[config.mk]
export PLATFORM = sky130hd
export DESIGN_NAME = sev7seg_scan_mux
export DESIGN_NICKNAME = d
export VERILOG_FILES = /design/src/rtl/sev7seg_pkg.sv /design/src/rtl/seg7_hex_lut.sv /design/src/rtl/sev7seg_scan_mux.sv
export SDC_FILE = /design/constraint.sdc
export NUM_CORES = 1
export LEC_CHECK = 0
export ABC_AREA = 1
export ABC_CLOCK_PERIOD_IN_PS = 1900
export BUFFER_PORTS_ARGS = -buffer_cell sky130_fd_sc_hd__buf_2
export CORE_ASPECT_RATIO = 1.25
export CORE_MARGIN = 1.5
export CORE_UTILIZATION = 45
export DETAILED_ROUTE_END_ITERATION = 16
export PLACE_DENSITY = 0.69
export RECOVER_POWER = 50
export SLEW_MARGIN = 20
export SYNTH_ARGS = -nofsm -noshare
export SYNTH_HDL_FRONTEND = slang
export SYNTH_SLANG_ARGS = --single-unit
[constraint.sdc]
create_clock -name clk -period 1.9 [get_ports clk]
set_input_delay 0.285 -clock clk [delete_from_list [all_inputs] [get_ports clk]]
set_output_delay 0.285 -clock clk [all_outputs]
set_load 0.05 [all_outputs]
[src/rtl/sev7seg_pkg.sv]
// rtl/sev7seg_pkg.sv - shared segment constants and scan phase type for the 7-segment scan driver
package sev7seg_pkg;

    // All-segments-off pattern in active-low form.
    localparam logic [6:0] SEG_OFF = 7'h7F;

    // Active-low {a,b,c,d,e,f,g} patterns indexed by hex digit; entry 0 is the rightmost element.
    localparam logic [15:0][6:0] SEG_LUT = {
        7'h38, 7'h30, 7'h42, 7'h31,   // F E D C
        7'h60, 7'h08, 7'h0C, 7'h00,   // B A 9 8
        7'h0F, 7'h20, 7'h24, 7'h4C,   // 7 6 5 4
        7'h06, 7'h12, 7'h4F, 7'h01    // 3 2 1 0
    };

    // A slot opens with all digits dark, then drives the selected digit.
    typedef enum logic {
        PH_DEAD  = 1'b0,
        PH_DRIVE = 1'b1
    } phase_e;

    function automatic logic [6:0] hex_to_seg(input logic [3:0] hex);
        return SEG_LUT[hex];
    endfunction

endpackage

[src/rtl/seg7_hex_lut.sv]
// rtl/seg7_hex_lut.sv - combinational hex to active-low 7-segment decode with blanking
module seg7_hex_lut
    import sev7seg_pkg::*;
(
    input  logic [3:0] hex_i,
    input  logic       blank_i,
    output logic [6:0] seg_o
);

    // Blank wins over the digit value so suppressed digits stay dark.
    always_comb begin
        seg_o = SEG_OFF;
        if (!blank_i) begin
            seg_o = hex_to_seg(hex_i);
        end
    end

endmodule

[src/rtl/sev7seg_scan_mux.sv]
// rtl/sev7seg_scan_mux.sv - time-multiplexed N-digit 7-segment scan driver with dead time and leading-zero blanking
module sev7seg_scan_mux
    import sev7seg_pkg::*;
#(
    parameter int NUM_DIGITS  = 4,
    parameter int REFRESH_DIV = 50000,
    parameter int DEAD_CYCLES = 500,
    parameter int ACTIVE_LOW  = 1
) (
    input  logic                    clk,
    input  logic                    rst,
    input  logic                    en,
    input  logic                    load,
    input  logic [4*NUM_DIGITS-1:0] data,
    input  logic [NUM_DIGITS-1:0]   dp,
    input  logic                    blank_lz,
    output logic [6:0]              seg,
    output logic                    dp_out,
    output logic [NUM_DIGITS-1:0]   an
);

    localparam int CNT_W = (REFRESH_DIV > 1) ? $clog2(REFRESH_DIV) : 1;
    localparam int IDX_W = (NUM_DIGITS > 1) ? $clog2(NUM_DIGITS) : 1;
    localparam logic POL_LOW = (ACTIVE_LOW != 0);

    // Off state at the pins, already in board polarity.
    localparam logic [6:0]            SEG_IDLE = POL_LOW ? SEG_OFF : ~SEG_OFF;
    localparam logic                  DP_IDLE  = POL_LOW;
    localparam logic [NUM_DIGITS-1:0] AN_IDLE  = POL_LOW ? {NUM_DIGITS{1'b1}} : {NUM_DIGITS{1'b0}};

    logic [4*NUM_DIGITS-1:0] shadow_data_q, shadow_data_d;
    logic [NUM_DIGITS-1:0]   shadow_dp_q, shadow_dp_d;
    logic [CNT_W-1:0]        cnt_q, cnt_d;
    logic [IDX_W-1:0]        idx_q, idx_d;
    logic [6:0]              seg_q, seg_d;
    logic                    dp_q, dp_d;
    logic [NUM_DIGITS-1:0]   an_q, an_d;

    phase_e                  phase;
    logic [NUM_DIGITS-1:0]   lz_mask;
    logic                    lz_run;
    logic [3:0]              cur_hex;
    logic [6:0]              cur_seg;
    logic [NUM_DIGITS-1:0]   an_sel;
    logic [6:0]              seg_al;
    logic                    dp_al;
    logic [NUM_DIGITS-1:0]   an_al;

    // Shadow capture is independent of en so software can preload a dark display.
    always_comb begin
        shadow_data_d = shadow_data_q;
        shadow_dp_d   = shadow_dp_q;
        if (load) begin
            shadow_data_d = data;
            shadow_dp_d   = dp;
        end
    end

    // Slot counter and digit index advance only while scanning; en=0 freezes both.
    always_comb begin
        cnt_d = cnt_q;
        idx_d = idx_q;
        if (en) begin
            if (cnt_q == CNT_W'(REFRESH_DIV - 1)) begin
                cnt_d = '0;
                if (idx_q == IDX_W'(NUM_DIGITS - 1)) begin
                    idx_d = '0;
                end else begin
                    idx_d = idx_q + 1'b1;
                end
            end else begin
                cnt_d = cnt_q + 1'b1;
            end
        end
    end

    // Phase decode and leading-zero mask: digit i is blanked when it and all digits above it are zero.
    always_comb begin
        phase   = (cnt_q < CNT_W'(DEAD_CYCLES)) ? PH_DEAD : PH_DRIVE;
        lz_mask = '0;
        lz_run  = 1'b1;
        for (int i = NUM_DIGITS - 1; i > 0; i--) begin
            lz_run     = lz_run & (shadow_data_q[4*i +: 4] == 4'h0);
            lz_mask[i] = lz_run;
        end
        cur_hex        = shadow_data_q[{idx_q, 2'b00} +: 4];
        an_sel         = '0;
        an_sel[idx_q]  = 1'b1;
    end

    seg7_hex_lut u_lut (
        .hex_i   (cur_hex),
        .blank_i (blank_lz & lz_mask[idx_q]),
        .seg_o   (cur_seg)
    );

    // Next output word in active-low form, then flipped to board polarity before the output registers.
    always_comb begin
        seg_al = SEG_OFF;
        dp_al  = 1'b1;
        an_al  = {NUM_DIGITS{1'b1}};
        if (en && (phase == PH_DRIVE)) begin
            seg_al = cur_seg;
            dp_al  = ~shadow_dp_q[idx_q];
            an_al  = ~an_sel;
        end
        seg_d = POL_LOW ? seg_al : ~seg_al;
        dp_d  = POL_LOW ? dp_al  : ~dp_al;
        an_d  = POL_LOW ? an_al  : ~an_al;
    end

    // All state, with outputs forced to the off state the moment rst rises.
    always_ff @(posedge clk or posedge rst) begin
        if (rst) begin
            shadow_data_q <= '0;
            shadow_dp_q   <= '0;
            cnt_q         <= '0;
            idx_q         <= '0;
            seg_q         <= SEG_IDLE;
            dp_q          <= DP_IDLE;
            an_q          <= AN_IDLE;
        end else begin
            shadow_data_q <= shadow_data_d;
            shadow_dp_q   <= shadow_dp_d;
            cnt_q         <= cnt_d;
            idx_q         <= idx_d;
            seg_q         <= seg_d;
            dp_q          <= dp_d;
            an_q          <= an_d;
        end
    end

    assign seg    = seg_q;
    assign dp_out = dp_q;
    assign an     = an_q;

endmodule

Word-level counts from Yosys, hierarchy flattened
Memory sizes are Yosys's and may differ from the RTL's. Cells that the tools add are included.

Add/sub/neg operators: 2. $lt $le $gt $ge: 4. Equality and inequality tests: 2. Shift operators: 1. Mux-type cells: 14. Bitwise operators: 5. Reductions and logical operators: 6.

Operator list (count): 2-to-1 mux 7 bit (3); adder 16 x 1 -> 16 bit, second input constant (1); == test 16 bit, second input constant (1); less-than comparator 16 x 9 -> 1 bit, second input constant (1); 2-to-1 mux 16 bit (1); variable part select 16 x 5 -> 4 bit (1); zero test 4 bit (3); less-than comparator 4 x 5 -> 1 bit, second input constant (1); 2-to-1 mux 1 bit (5); binary-select mux 1 bit (select 2 bit) (2); 2-to-1 mux 4 bit (1); NOT 4 bit (1); AND 1 bit (3); less-than comparator 2 x 3 -> 1 bit, second input constant (1); adder 2 x 1 -> 2 bit, second input constant (1); demux 1 bit (select 2 bit) (1); == test 2 bit, second input constant (1); >= comparator 2 x 1 -> 1 bit, second input constant (1); logical AND 1 bit (2); 2-to-1 mux 2 bit (1); AND reduction 2 bit (1); NOT 1 bit (1).

Register bits: 50. Bits in read-only memories: 112. Logic and storage cells: 42. Memories kept: 1.

Memories: (name not given) (words 16, width 7, read ports 1, clocked after memory_dff 0, wr ports 0, RTL line sev7seg_pkg.sv:22) `return SEG_LUT[hex];`.

Depth between registers and ports, before layout
Gate-level depths: netlist of the first run.

Word-level depth: 8. Gate-level depth with buffers: 11. Depth with buffers taken out: 10.

Modules after synthesis
A second synthesis of the first run with hierarchy kept.

Cell total of the unflattened synthesis: 346. Area, all modules: 2750.1 µm².

By module, submodules not included: sev7seg_scan_mux (times used 1, cells an instance 295, area each 2443.6 µm², sequential area each 1266.2 µm²); seg7_hex_lut (times used 1, cells an instance 51, area each 306.5 µm², sequential area each 0.0 µm²).

Worst setup path before layout of the first run
OpenSTA, ideal clock, no wires.

Path type: reg-to-reg. From: reg idx_q[0]. To: reg seg_q[3] (netlist: seg[3]). Arrival: 1.479 ns. Required time: 1.836 ns. Setup slack: 0.358 ns. Cell stages (with the launch flop): 12. Buffers on the path: 1. Period minus slack after synthesis: 1.542 ns. Path through: dfrtp_1 inv_2 buf_6 nand2_1 nand3_1 nand2_1 ha_1 inv_1 nand3_1 nand2_1 nand2_1 nand3_1.

Cells in the longest elaborated chain, start to end: 5.

Ends and longest elaborated chain: start, declared (RTL line sev7seg_scan_mux.sv:34) `logic [IDX_W-1:0] idx_q, idx_d;`; start signal, assigned (RTL line sev7seg_scan_mux.sv:126) `idx_q <= idx_d;`; variable part select 16 x 5 -> 4 bit or binary-select mux 1 bit (select 2 bit) (tied branches) (RTL line sev7seg_scan_mux.sv:86, sev7seg_scan_mux.sv:93); memory read (16 x 7 bit) or 2-to-1 mux 1 bit (tied branches); 2-to-1 mux 7 bit (not written as such) or AND 1 bit (tied branches) (RTL line sev7seg_pkg.sv:22, sev7seg_scan_mux.sv:93); 2-to-1 mux 7 bit * (RTL line seg7_hex_lut.sv:13) `if (!blank_i) begin`; 2-to-1 mux 7 bit * (RTL line sev7seg_scan_mux.sv:102) `if (en && (phase == PH_DRIVE)) begin`; via seg_al[3] (RTL line sev7seg_scan_mux.sv:45) `logic [6:0] seg_al;`; end signal, assigned (RTL line sev7seg_scan_mux.sv:127) `seg_q <= seg_d;`; end, declared (RTL line sev7seg_scan_mux.sv:35) `logic [6:0] seg_q, seg_d;`.

Mark *: on every way through the listed nets, which the timed path passes. The rest lies on a longest branch. The select of a mux whose other input is x is not followed. A chain may end at the register's enable or synchronous reset.

Worst setup path in the final report of the first run
From: reg idx_q[0]. To: reg seg_q[0] (netlist: seg[0]).

Same word-level chain as after synthesis.

==> impl_metrics.csv, run 1 <==
group,metric,value,unit
grt,grt_max_degree,42,
grt,overflow,0,
clock_network,cts_tree,"yes",
yosys,netlist_instances,344,
sta,finalMaxSlewViolations,0,
clock_network,cts_sinks,50,
power_and_ir_drop,power.density,956,nW/um^2
routing,first_pass_iters,4,
yosys,synthTopCellsByCount,"96 x nand2_1, 41 x inv_1, 38 x dfrtp_1, 35 x nand3_1, 35 x nor2_1",
worst_setup_path,timing.critical_path.cells,"inv_2 -> nand2_1 -> nand3_1 -> nand2_1 -> inv_1 -> ha_1 -> nand3_1 -> nand2_1 -> nand2_1 -> nand3_1",
sta,skew,0.00795,ns
clock_network,cts_setup_buffers,0,
grt,track_usage,17.8,%
worst_setup_path,worstPathRequired,2.13,ns
clock_network,cts_buffer_depth,2,
yosys,yosys_warnings,0,
placed_design,port_buffers,36,
sta,slew_headroom,27.5,%
sta,hold_viol_final,0,
worst_setup_path,arrival,1.91,ns
outcome,run_status,"finished clean",
power_and_ir_drop,p_leak,1.62,nW
yosys,synth.avg_cell_area,8.10,um^2
cells_and_area,drive_gt1_share,23.3,%
power_and_ir_drop,ir_drop,693,uV
clock_network,numCtsBuffers,5,
yosys,ys_types,30,
sta,fin_tns_setup,0,ns
cells_and_area,syn2layout_area_growth,13.7,%
routing,drtIter0Drc,107,
placed_design,gp_congestion,0.880,
sta,tightest_slew,1.09,ns
worst_setup_path,critPathSlowestCell,"dfrtp_1",
yosys,ys_seq_elements,50,
clock_network,clk_pin_slew,0.09,ns
die,ios,37,
placed_design,placed_area,3060,um^2
grt,grt_pass1_vias,2155,
yosys,syn_area,2790,um^2
clock_network,ctsResizeCount,0,
sta,setup_viol,0,
worst_hold_path,hp-class,"primary input to register",
yosys,synth-edff-count,0,
worst_setup_path,max_stage_delay,0.51,ns
worst_setup_path,endpoint_kind,"register",
routing,ant_nets,0,
die,core_region_area,5900,um^2
yosys,synth_fp_nets,380,
die,design.die.area,6670,um^2
sta,fmax,592,MHz
worst_setup_path,cp_common_cell,"nand2_1",
die,die_h,91.0,um
die,start_util,47.2,%
die,rows,31,
worst_setup_path,crit_fanout,9,
yosys,yosys.area.top_type,"dfrtp_1",
cells_and_area,antenna_cells,0,
sta,min_period,1.69,ns
die,fp.dieW,73.4,um
grt,grt_first_pass_wirelength,9.43,mm
clock_network,clock_latency,0.30,ns
routing,via_count,2297,
cells_and_area,fillers,586,
worst_setup_path,path_class,"register to register",
cells_and_area,fin_nets,421,
clock_network,root_buffer,"clkbuf_8",
sta,layout_worst_path_cycle_share,88.8,%
yosys,yosysSeqAreaShare,45.5,%
placed_design,hpwl,4.12,mm
routing,post_drt_wl_per_cell,11.6,um
cells_and_area,final_area,3170,um^2
routing,wirelength,5.45,mm
yosys,synth.top_cell.area_share,34.1,%
clock_network,h-tree-depth,2,
flow_run,maxCapViolCount,0,
yosys,async_flop_share,100,%
yosys,synth_flop_cell,"dfrtp_1",
routing,viasPerCell,4.91,
grt,antenna_found_initial,0,
yosys,synth.most_common_cell,"nand2_1",
routing,drc,0,
sta,rsz0062_at_grt,"false",
worst_setup_path,cp-start-kind,"register",
yosys,synth_area_leaders,"dfrtp_1 34%, nand2_1 13%, dfstp_2 11%, nand3_1 6.3%, inv_1 5.5%",
[layer usage]
layer	global-route usage, %	vias to the layer above	part of all wire, %
li1	-	1169	-
met5	0	-	0
met1	22.4	1059	44
met4	6.94	0	2.1
met2	29.1	58	49
met3	4.11	11	4.8
[state kept, by name (all words and copies together) (netlist names)]
register and count:
dp_out 1, idx_q 2, seg 7, shadow_dp_q 4, an 4, shadow_data_q 16
cnt_q 16
[cell type report]
cell class	instances	area, um^2	share of cell area [%]
clock buffers	5	68.8	2.17
clock inverters	3	40.0	1.26
inverters	45	171	5.41
multi-input cells	242	1300	41.0
flip-flops and latches	50	1270	40.0
well taps	82	103	3.24
repair buffers	41	219	6.91
[report_power, final]
| part | total [mW] | switching, mW | leakage, nW | internal [mW] |
|---|---|---|---|---|
| clock network | 0.740 | 0.352 | 0.0579 | 0.388 |
| registers | 1.45 | 0.188 | 0.559 | 1.26 |
| logic | 0.843 | 0.537 | 1.01 | 0.305 |
[worst paths after layout]
check,start,endpoint,slack [ns],cells after the start
max,idx_q[0],seg[0],0.21,10
min,data[6],shadow_data_q[6],0.19,3
max reg2reg,idx_q[0],seg[0],0.21,10
min reg2reg,shadow_dp_q[3],shadow_dp_q[3],0.52,1
max in group asynchronous,rst,seg[0],0.49,4
min in group asynchronous,rst,cnt_q[4],0.49,3
[stage by stage]
| stage | utilization, % | worst slack, ns | power (mW) | std cells | hold slack [ns] |
|---|---|---|---|---|---|
| 2_1_floorplan | - | 0.358 | 2.10 | 344 | 0.406 |
| 3_3_place_gp | 51.9 | 0.341 | 2.29 | 459 | 0.222 |
| 3_5_place_dp | 51.9 | 0.270 | 2.31 | 459 | 0.226 |
| 4_1_cts | 53.9 | 0.225 | 3.06 | 468 | 0.176 |
| 5_1_grt | 53.7 | 0.0533 | 3.25 | 468 | 0.185 |
| 6_report | 53.7 | 0.212 | 3.03 | 468 | 0.185 |
[kinds of logic after synthesis]
logic type / Yosys count / share of synthesized area [%]
xor gates and xnor gates: 3 / 0.944
muxes: 11 / 4.45
adders and majority gates: 11 / 4.94
buffers and inverters: 52 / 7.91
and+or+nand+nor: 191 / 31.4
AOI/OAI and AO/OA: 26 / 4.94
DFF: 50 / 45.5
[repair_timing]
action / CTS / global route
hold endpoints to repair: 7 / 0
hold buffers: 1 / 0
endpoints found under the setup margin: 0 / 0
[placed cells by master (no fill, tap or decap), types with 5 or more instances in the layout]
master    synthesis  routed
clkbuf_8          0       5
dfrtp_1          38      38
nand2_1          96      96
inv_1            41      41
o21ai_0          20      20
dfstp_2          12      12
mux2_2           11      11
ha_1             11      11
nand3_1          35      35
nor2_1           35      35
nand4_1           6       6
buf_2             3      35
[critical path, delay by kind of cell (launching register included)]
| family | cells | cell delay [ns] |
|---|---|---|
| fa+ha+maj | 1 | 0.21 |
| simple gates | 7 | 0.66 |
| buf+inv | 2 | 0.23 |
| flops | 1 | 0.51 |
Power figures use the tool's default switching activity.
==> run 2, diff against run 1 <==
Settings changed: SETUP_SLACK_MARGIN set to 0.4.
==> impl_metrics.csv, run 2 (synthesis gave the netlist of run 1 again) <==
group,metric,value,unit
sta,tightest_slew,1.20,ns
routing,viasPerCell,4.90,
placed_design,placed_area,3050,um^2
grt,grt_first_pass_wirelength,10.1,mm
sta,layout_worst_path_cycle_share,77.1,%
cells_and_area,mostFrequentLayoutCell,"nand2_1",
clock_network,numCtsBuffers,5,
grt,overflow,0,
power_and_ir_drop,seqPwrFrac,46.2,%
die,rows,31,
routing,post_drt_wl_per_cell,12.4,um
worst_setup_path,path_class,"register to register",
sta,skew,0.0124,ns
power_and_ir_drop,p_int,1.99,mW
grt,grt_pass1_vias,2233,
sta,finalMaxSlewViolations,0,
grt,grt_max_degree,51,
worst_hold_path,hp-class,"primary input to register",
clock_network,clk_pin_slew,0.09,ns
cells_and_area,syn2layout_area_growth,23.8,%
power_and_ir_drop,clkPwrFrac,23.6,%
clock_network,h-tree-depth,2,
cells_and_area,antenna_cells,0,
cells_and_area,fin_nets,435,
worst_hold_path,hold_path_depth,3,
die,start_util,47.2,%
die,die_h,91.0,um
die,design.die.area,6670,um^2
power_and_ir_drop,ir_drop,435,uV
worst_setup_path,arrival,1.69,ns
clock_network,root_buffer,"clkbuf_8",
clock_network,clock_latency,0.30,ns
grt,antenna_found_initial,0,
sta,hold_viol_final,0,
worst_setup_path,endpoint_kind,"register",
power_and_ir_drop,combPwrFrac,30.1,%
grt,track_usage,19.1,%
power_and_ir_drop,switching_share,36.2,%
routing,wirelength,5.98,mm
routing,drtIter0Drc,143,
die,ios,37,
die,core_region_area,5900,um^2
placed_design,gp_congestion,0.840,
worst_setup_path,crit_fanout,5,
sta,fin_tns_setup,0,ns
cells_and_area,drive_gt1_share,33.8,%
routing,ant_nets,0,
placed_design,port_buffers,36,
placed_design,pre_cts_ws,0.205,ns
sta,slew_headroom,19.9,%
flow_run,maxCapViolCount,0,
power_and_ir_drop,p_leak,1.71,nW
sta,fmax,683,MHz
clock_network,cts_hold_buf,0,
placed_design,hpwl,4.14,mm
cells_and_area,final_area,3450,um^2
cells_and_area,final_cell_mix,"83 x nand2_1, 39 x inv_1, 36 x dfrtp_1",
worst_setup_path,worstPathRequired,2.12,ns
sta,layout_setup_ws,0.436,ns
die,fp.dieW,73.4,um
routing,drc,0,
power_and_ir_drop,p_switching,1.13,mW
power_and_ir_drop,power.density,906,nW/um^2
outcome,run_status,"finished clean",
worst_setup_path,worstRegToRegCells,10,
sta,min_period,1.46,ns
routing,first_pass_iters,4,
clock_network,cts_tree,"yes",
routing,via_count,2360,
clock_network,cts_buffer_depth,2,
sta,rsz0062_at_grt,"true",
sta,setup_viol,0,
clock_network,cts_sinks,50,
worst_setup_path,cp-start-kind,"register",
-- run 2: cell types whose count changed in the layout (fill, tap and decap cells not counted), sizes merged --
| cell | before | now |
|---|---|---|
| buf | 38 | 51 |
| nand2 | 102 | 104 |
| clkinv | 2 | 3 |
| dlygate4sd3 | 1 | 0 |
| inv | 45 | 44 |
-- run 2: critical path, stage by stage, from the launching register on --
cell      delay, ns
dfrtp_2        0.46
clkinv_4       0.09
nand2_1        0.09
nand3_2        0.10
nand2_4        0.08
ha_4           0.28
inv_1          0.04
nand3_1        0.07
nand2_1        0.05
nand2_1        0.05
nand3_1        0.07
-- run 2: final cells by class --
type / instances / area, um^2
repair buffers: 53 / 315
inverters: 45 / 181
fillers: 549 / 2450
well taps: 82 / 103
clock buffers: 5 / 68.8
multi-input cells: 244 / 1470
flip-flops and latches: 50 / 1270
clock inverters: 3 / 40.0
-- run 2: stage by stage --
| stage | total power, mW | util (%) | std cells | hold WS [ns] |
|---|---|---|---|---|
| floorplan | 2.11 | - | 344 | 0.406 |
| global placement | 2.29 | 51.8 | 457 | 0.482 |
| detailed placement | 2.31 | 51.8 | 457 | 0.485 |
| CTS | 3.07 | 55.4 | 475 | 0.149 |
| global route | 3.35 | 58.5 | 482 | 0.189 |
| finish | 3.12 | 58.5 | 482 | 0.189 |
-- run 2: timing repair --
action | 4_1_cts | 5_1_grt
endpoints found under the setup margin | 7 | 14
gates resized for setup | 10 | 38
buffers inserted | 9 | 6
gates cloned | 1 | 1
hold endpoints to repair | 0 | 0
pin swaps | 5 | 13
-- run 2: per-layer routing --
layer / vias to the layer above / wire, um / GRT usage, %
met5: - / 0 / 0
met4: 0 / 97 / 5.86
met3: 12 / 182 / 3.00
met2: 56 / 3110 / 33.1
met1: 1089 / 2590 / 23.9
li1: 1203 / - / -
-- run 2: worst paths after layout --
path / from / end / slack [ns]
worst max-delay path: idx_q[0] / seg[3] / 0.44
worst min-delay path: data[11] / shadow_data_q[11] / 0.19
worst max register to register: idx_q[0] / seg[3] / 0.44
worst min register to register: shadow_dp_q[0] / shadow_dp_q[0] / 0.53
max in group asynchronous: rst / idx_q[1] / 0.73
min in group asynchronous: rst / cnt_q[4] / 0.36
-- run 2: power groups by stage --
stage | registers [mW] | clock network [mW] | logic (mW)
2_1_floorplan | 1.49 | 0 | 0.615
3_3_place_gp | 1.45 | 0 | 0.838
3_5_place_dp | 1.46 | 0 | 0.858
4_1_cts | 1.44 | 0.757 | 0.872
5_1_grt | 1.48 | 0.793 | 1.08
6_report | 1.44 | 0.738 | 0.942
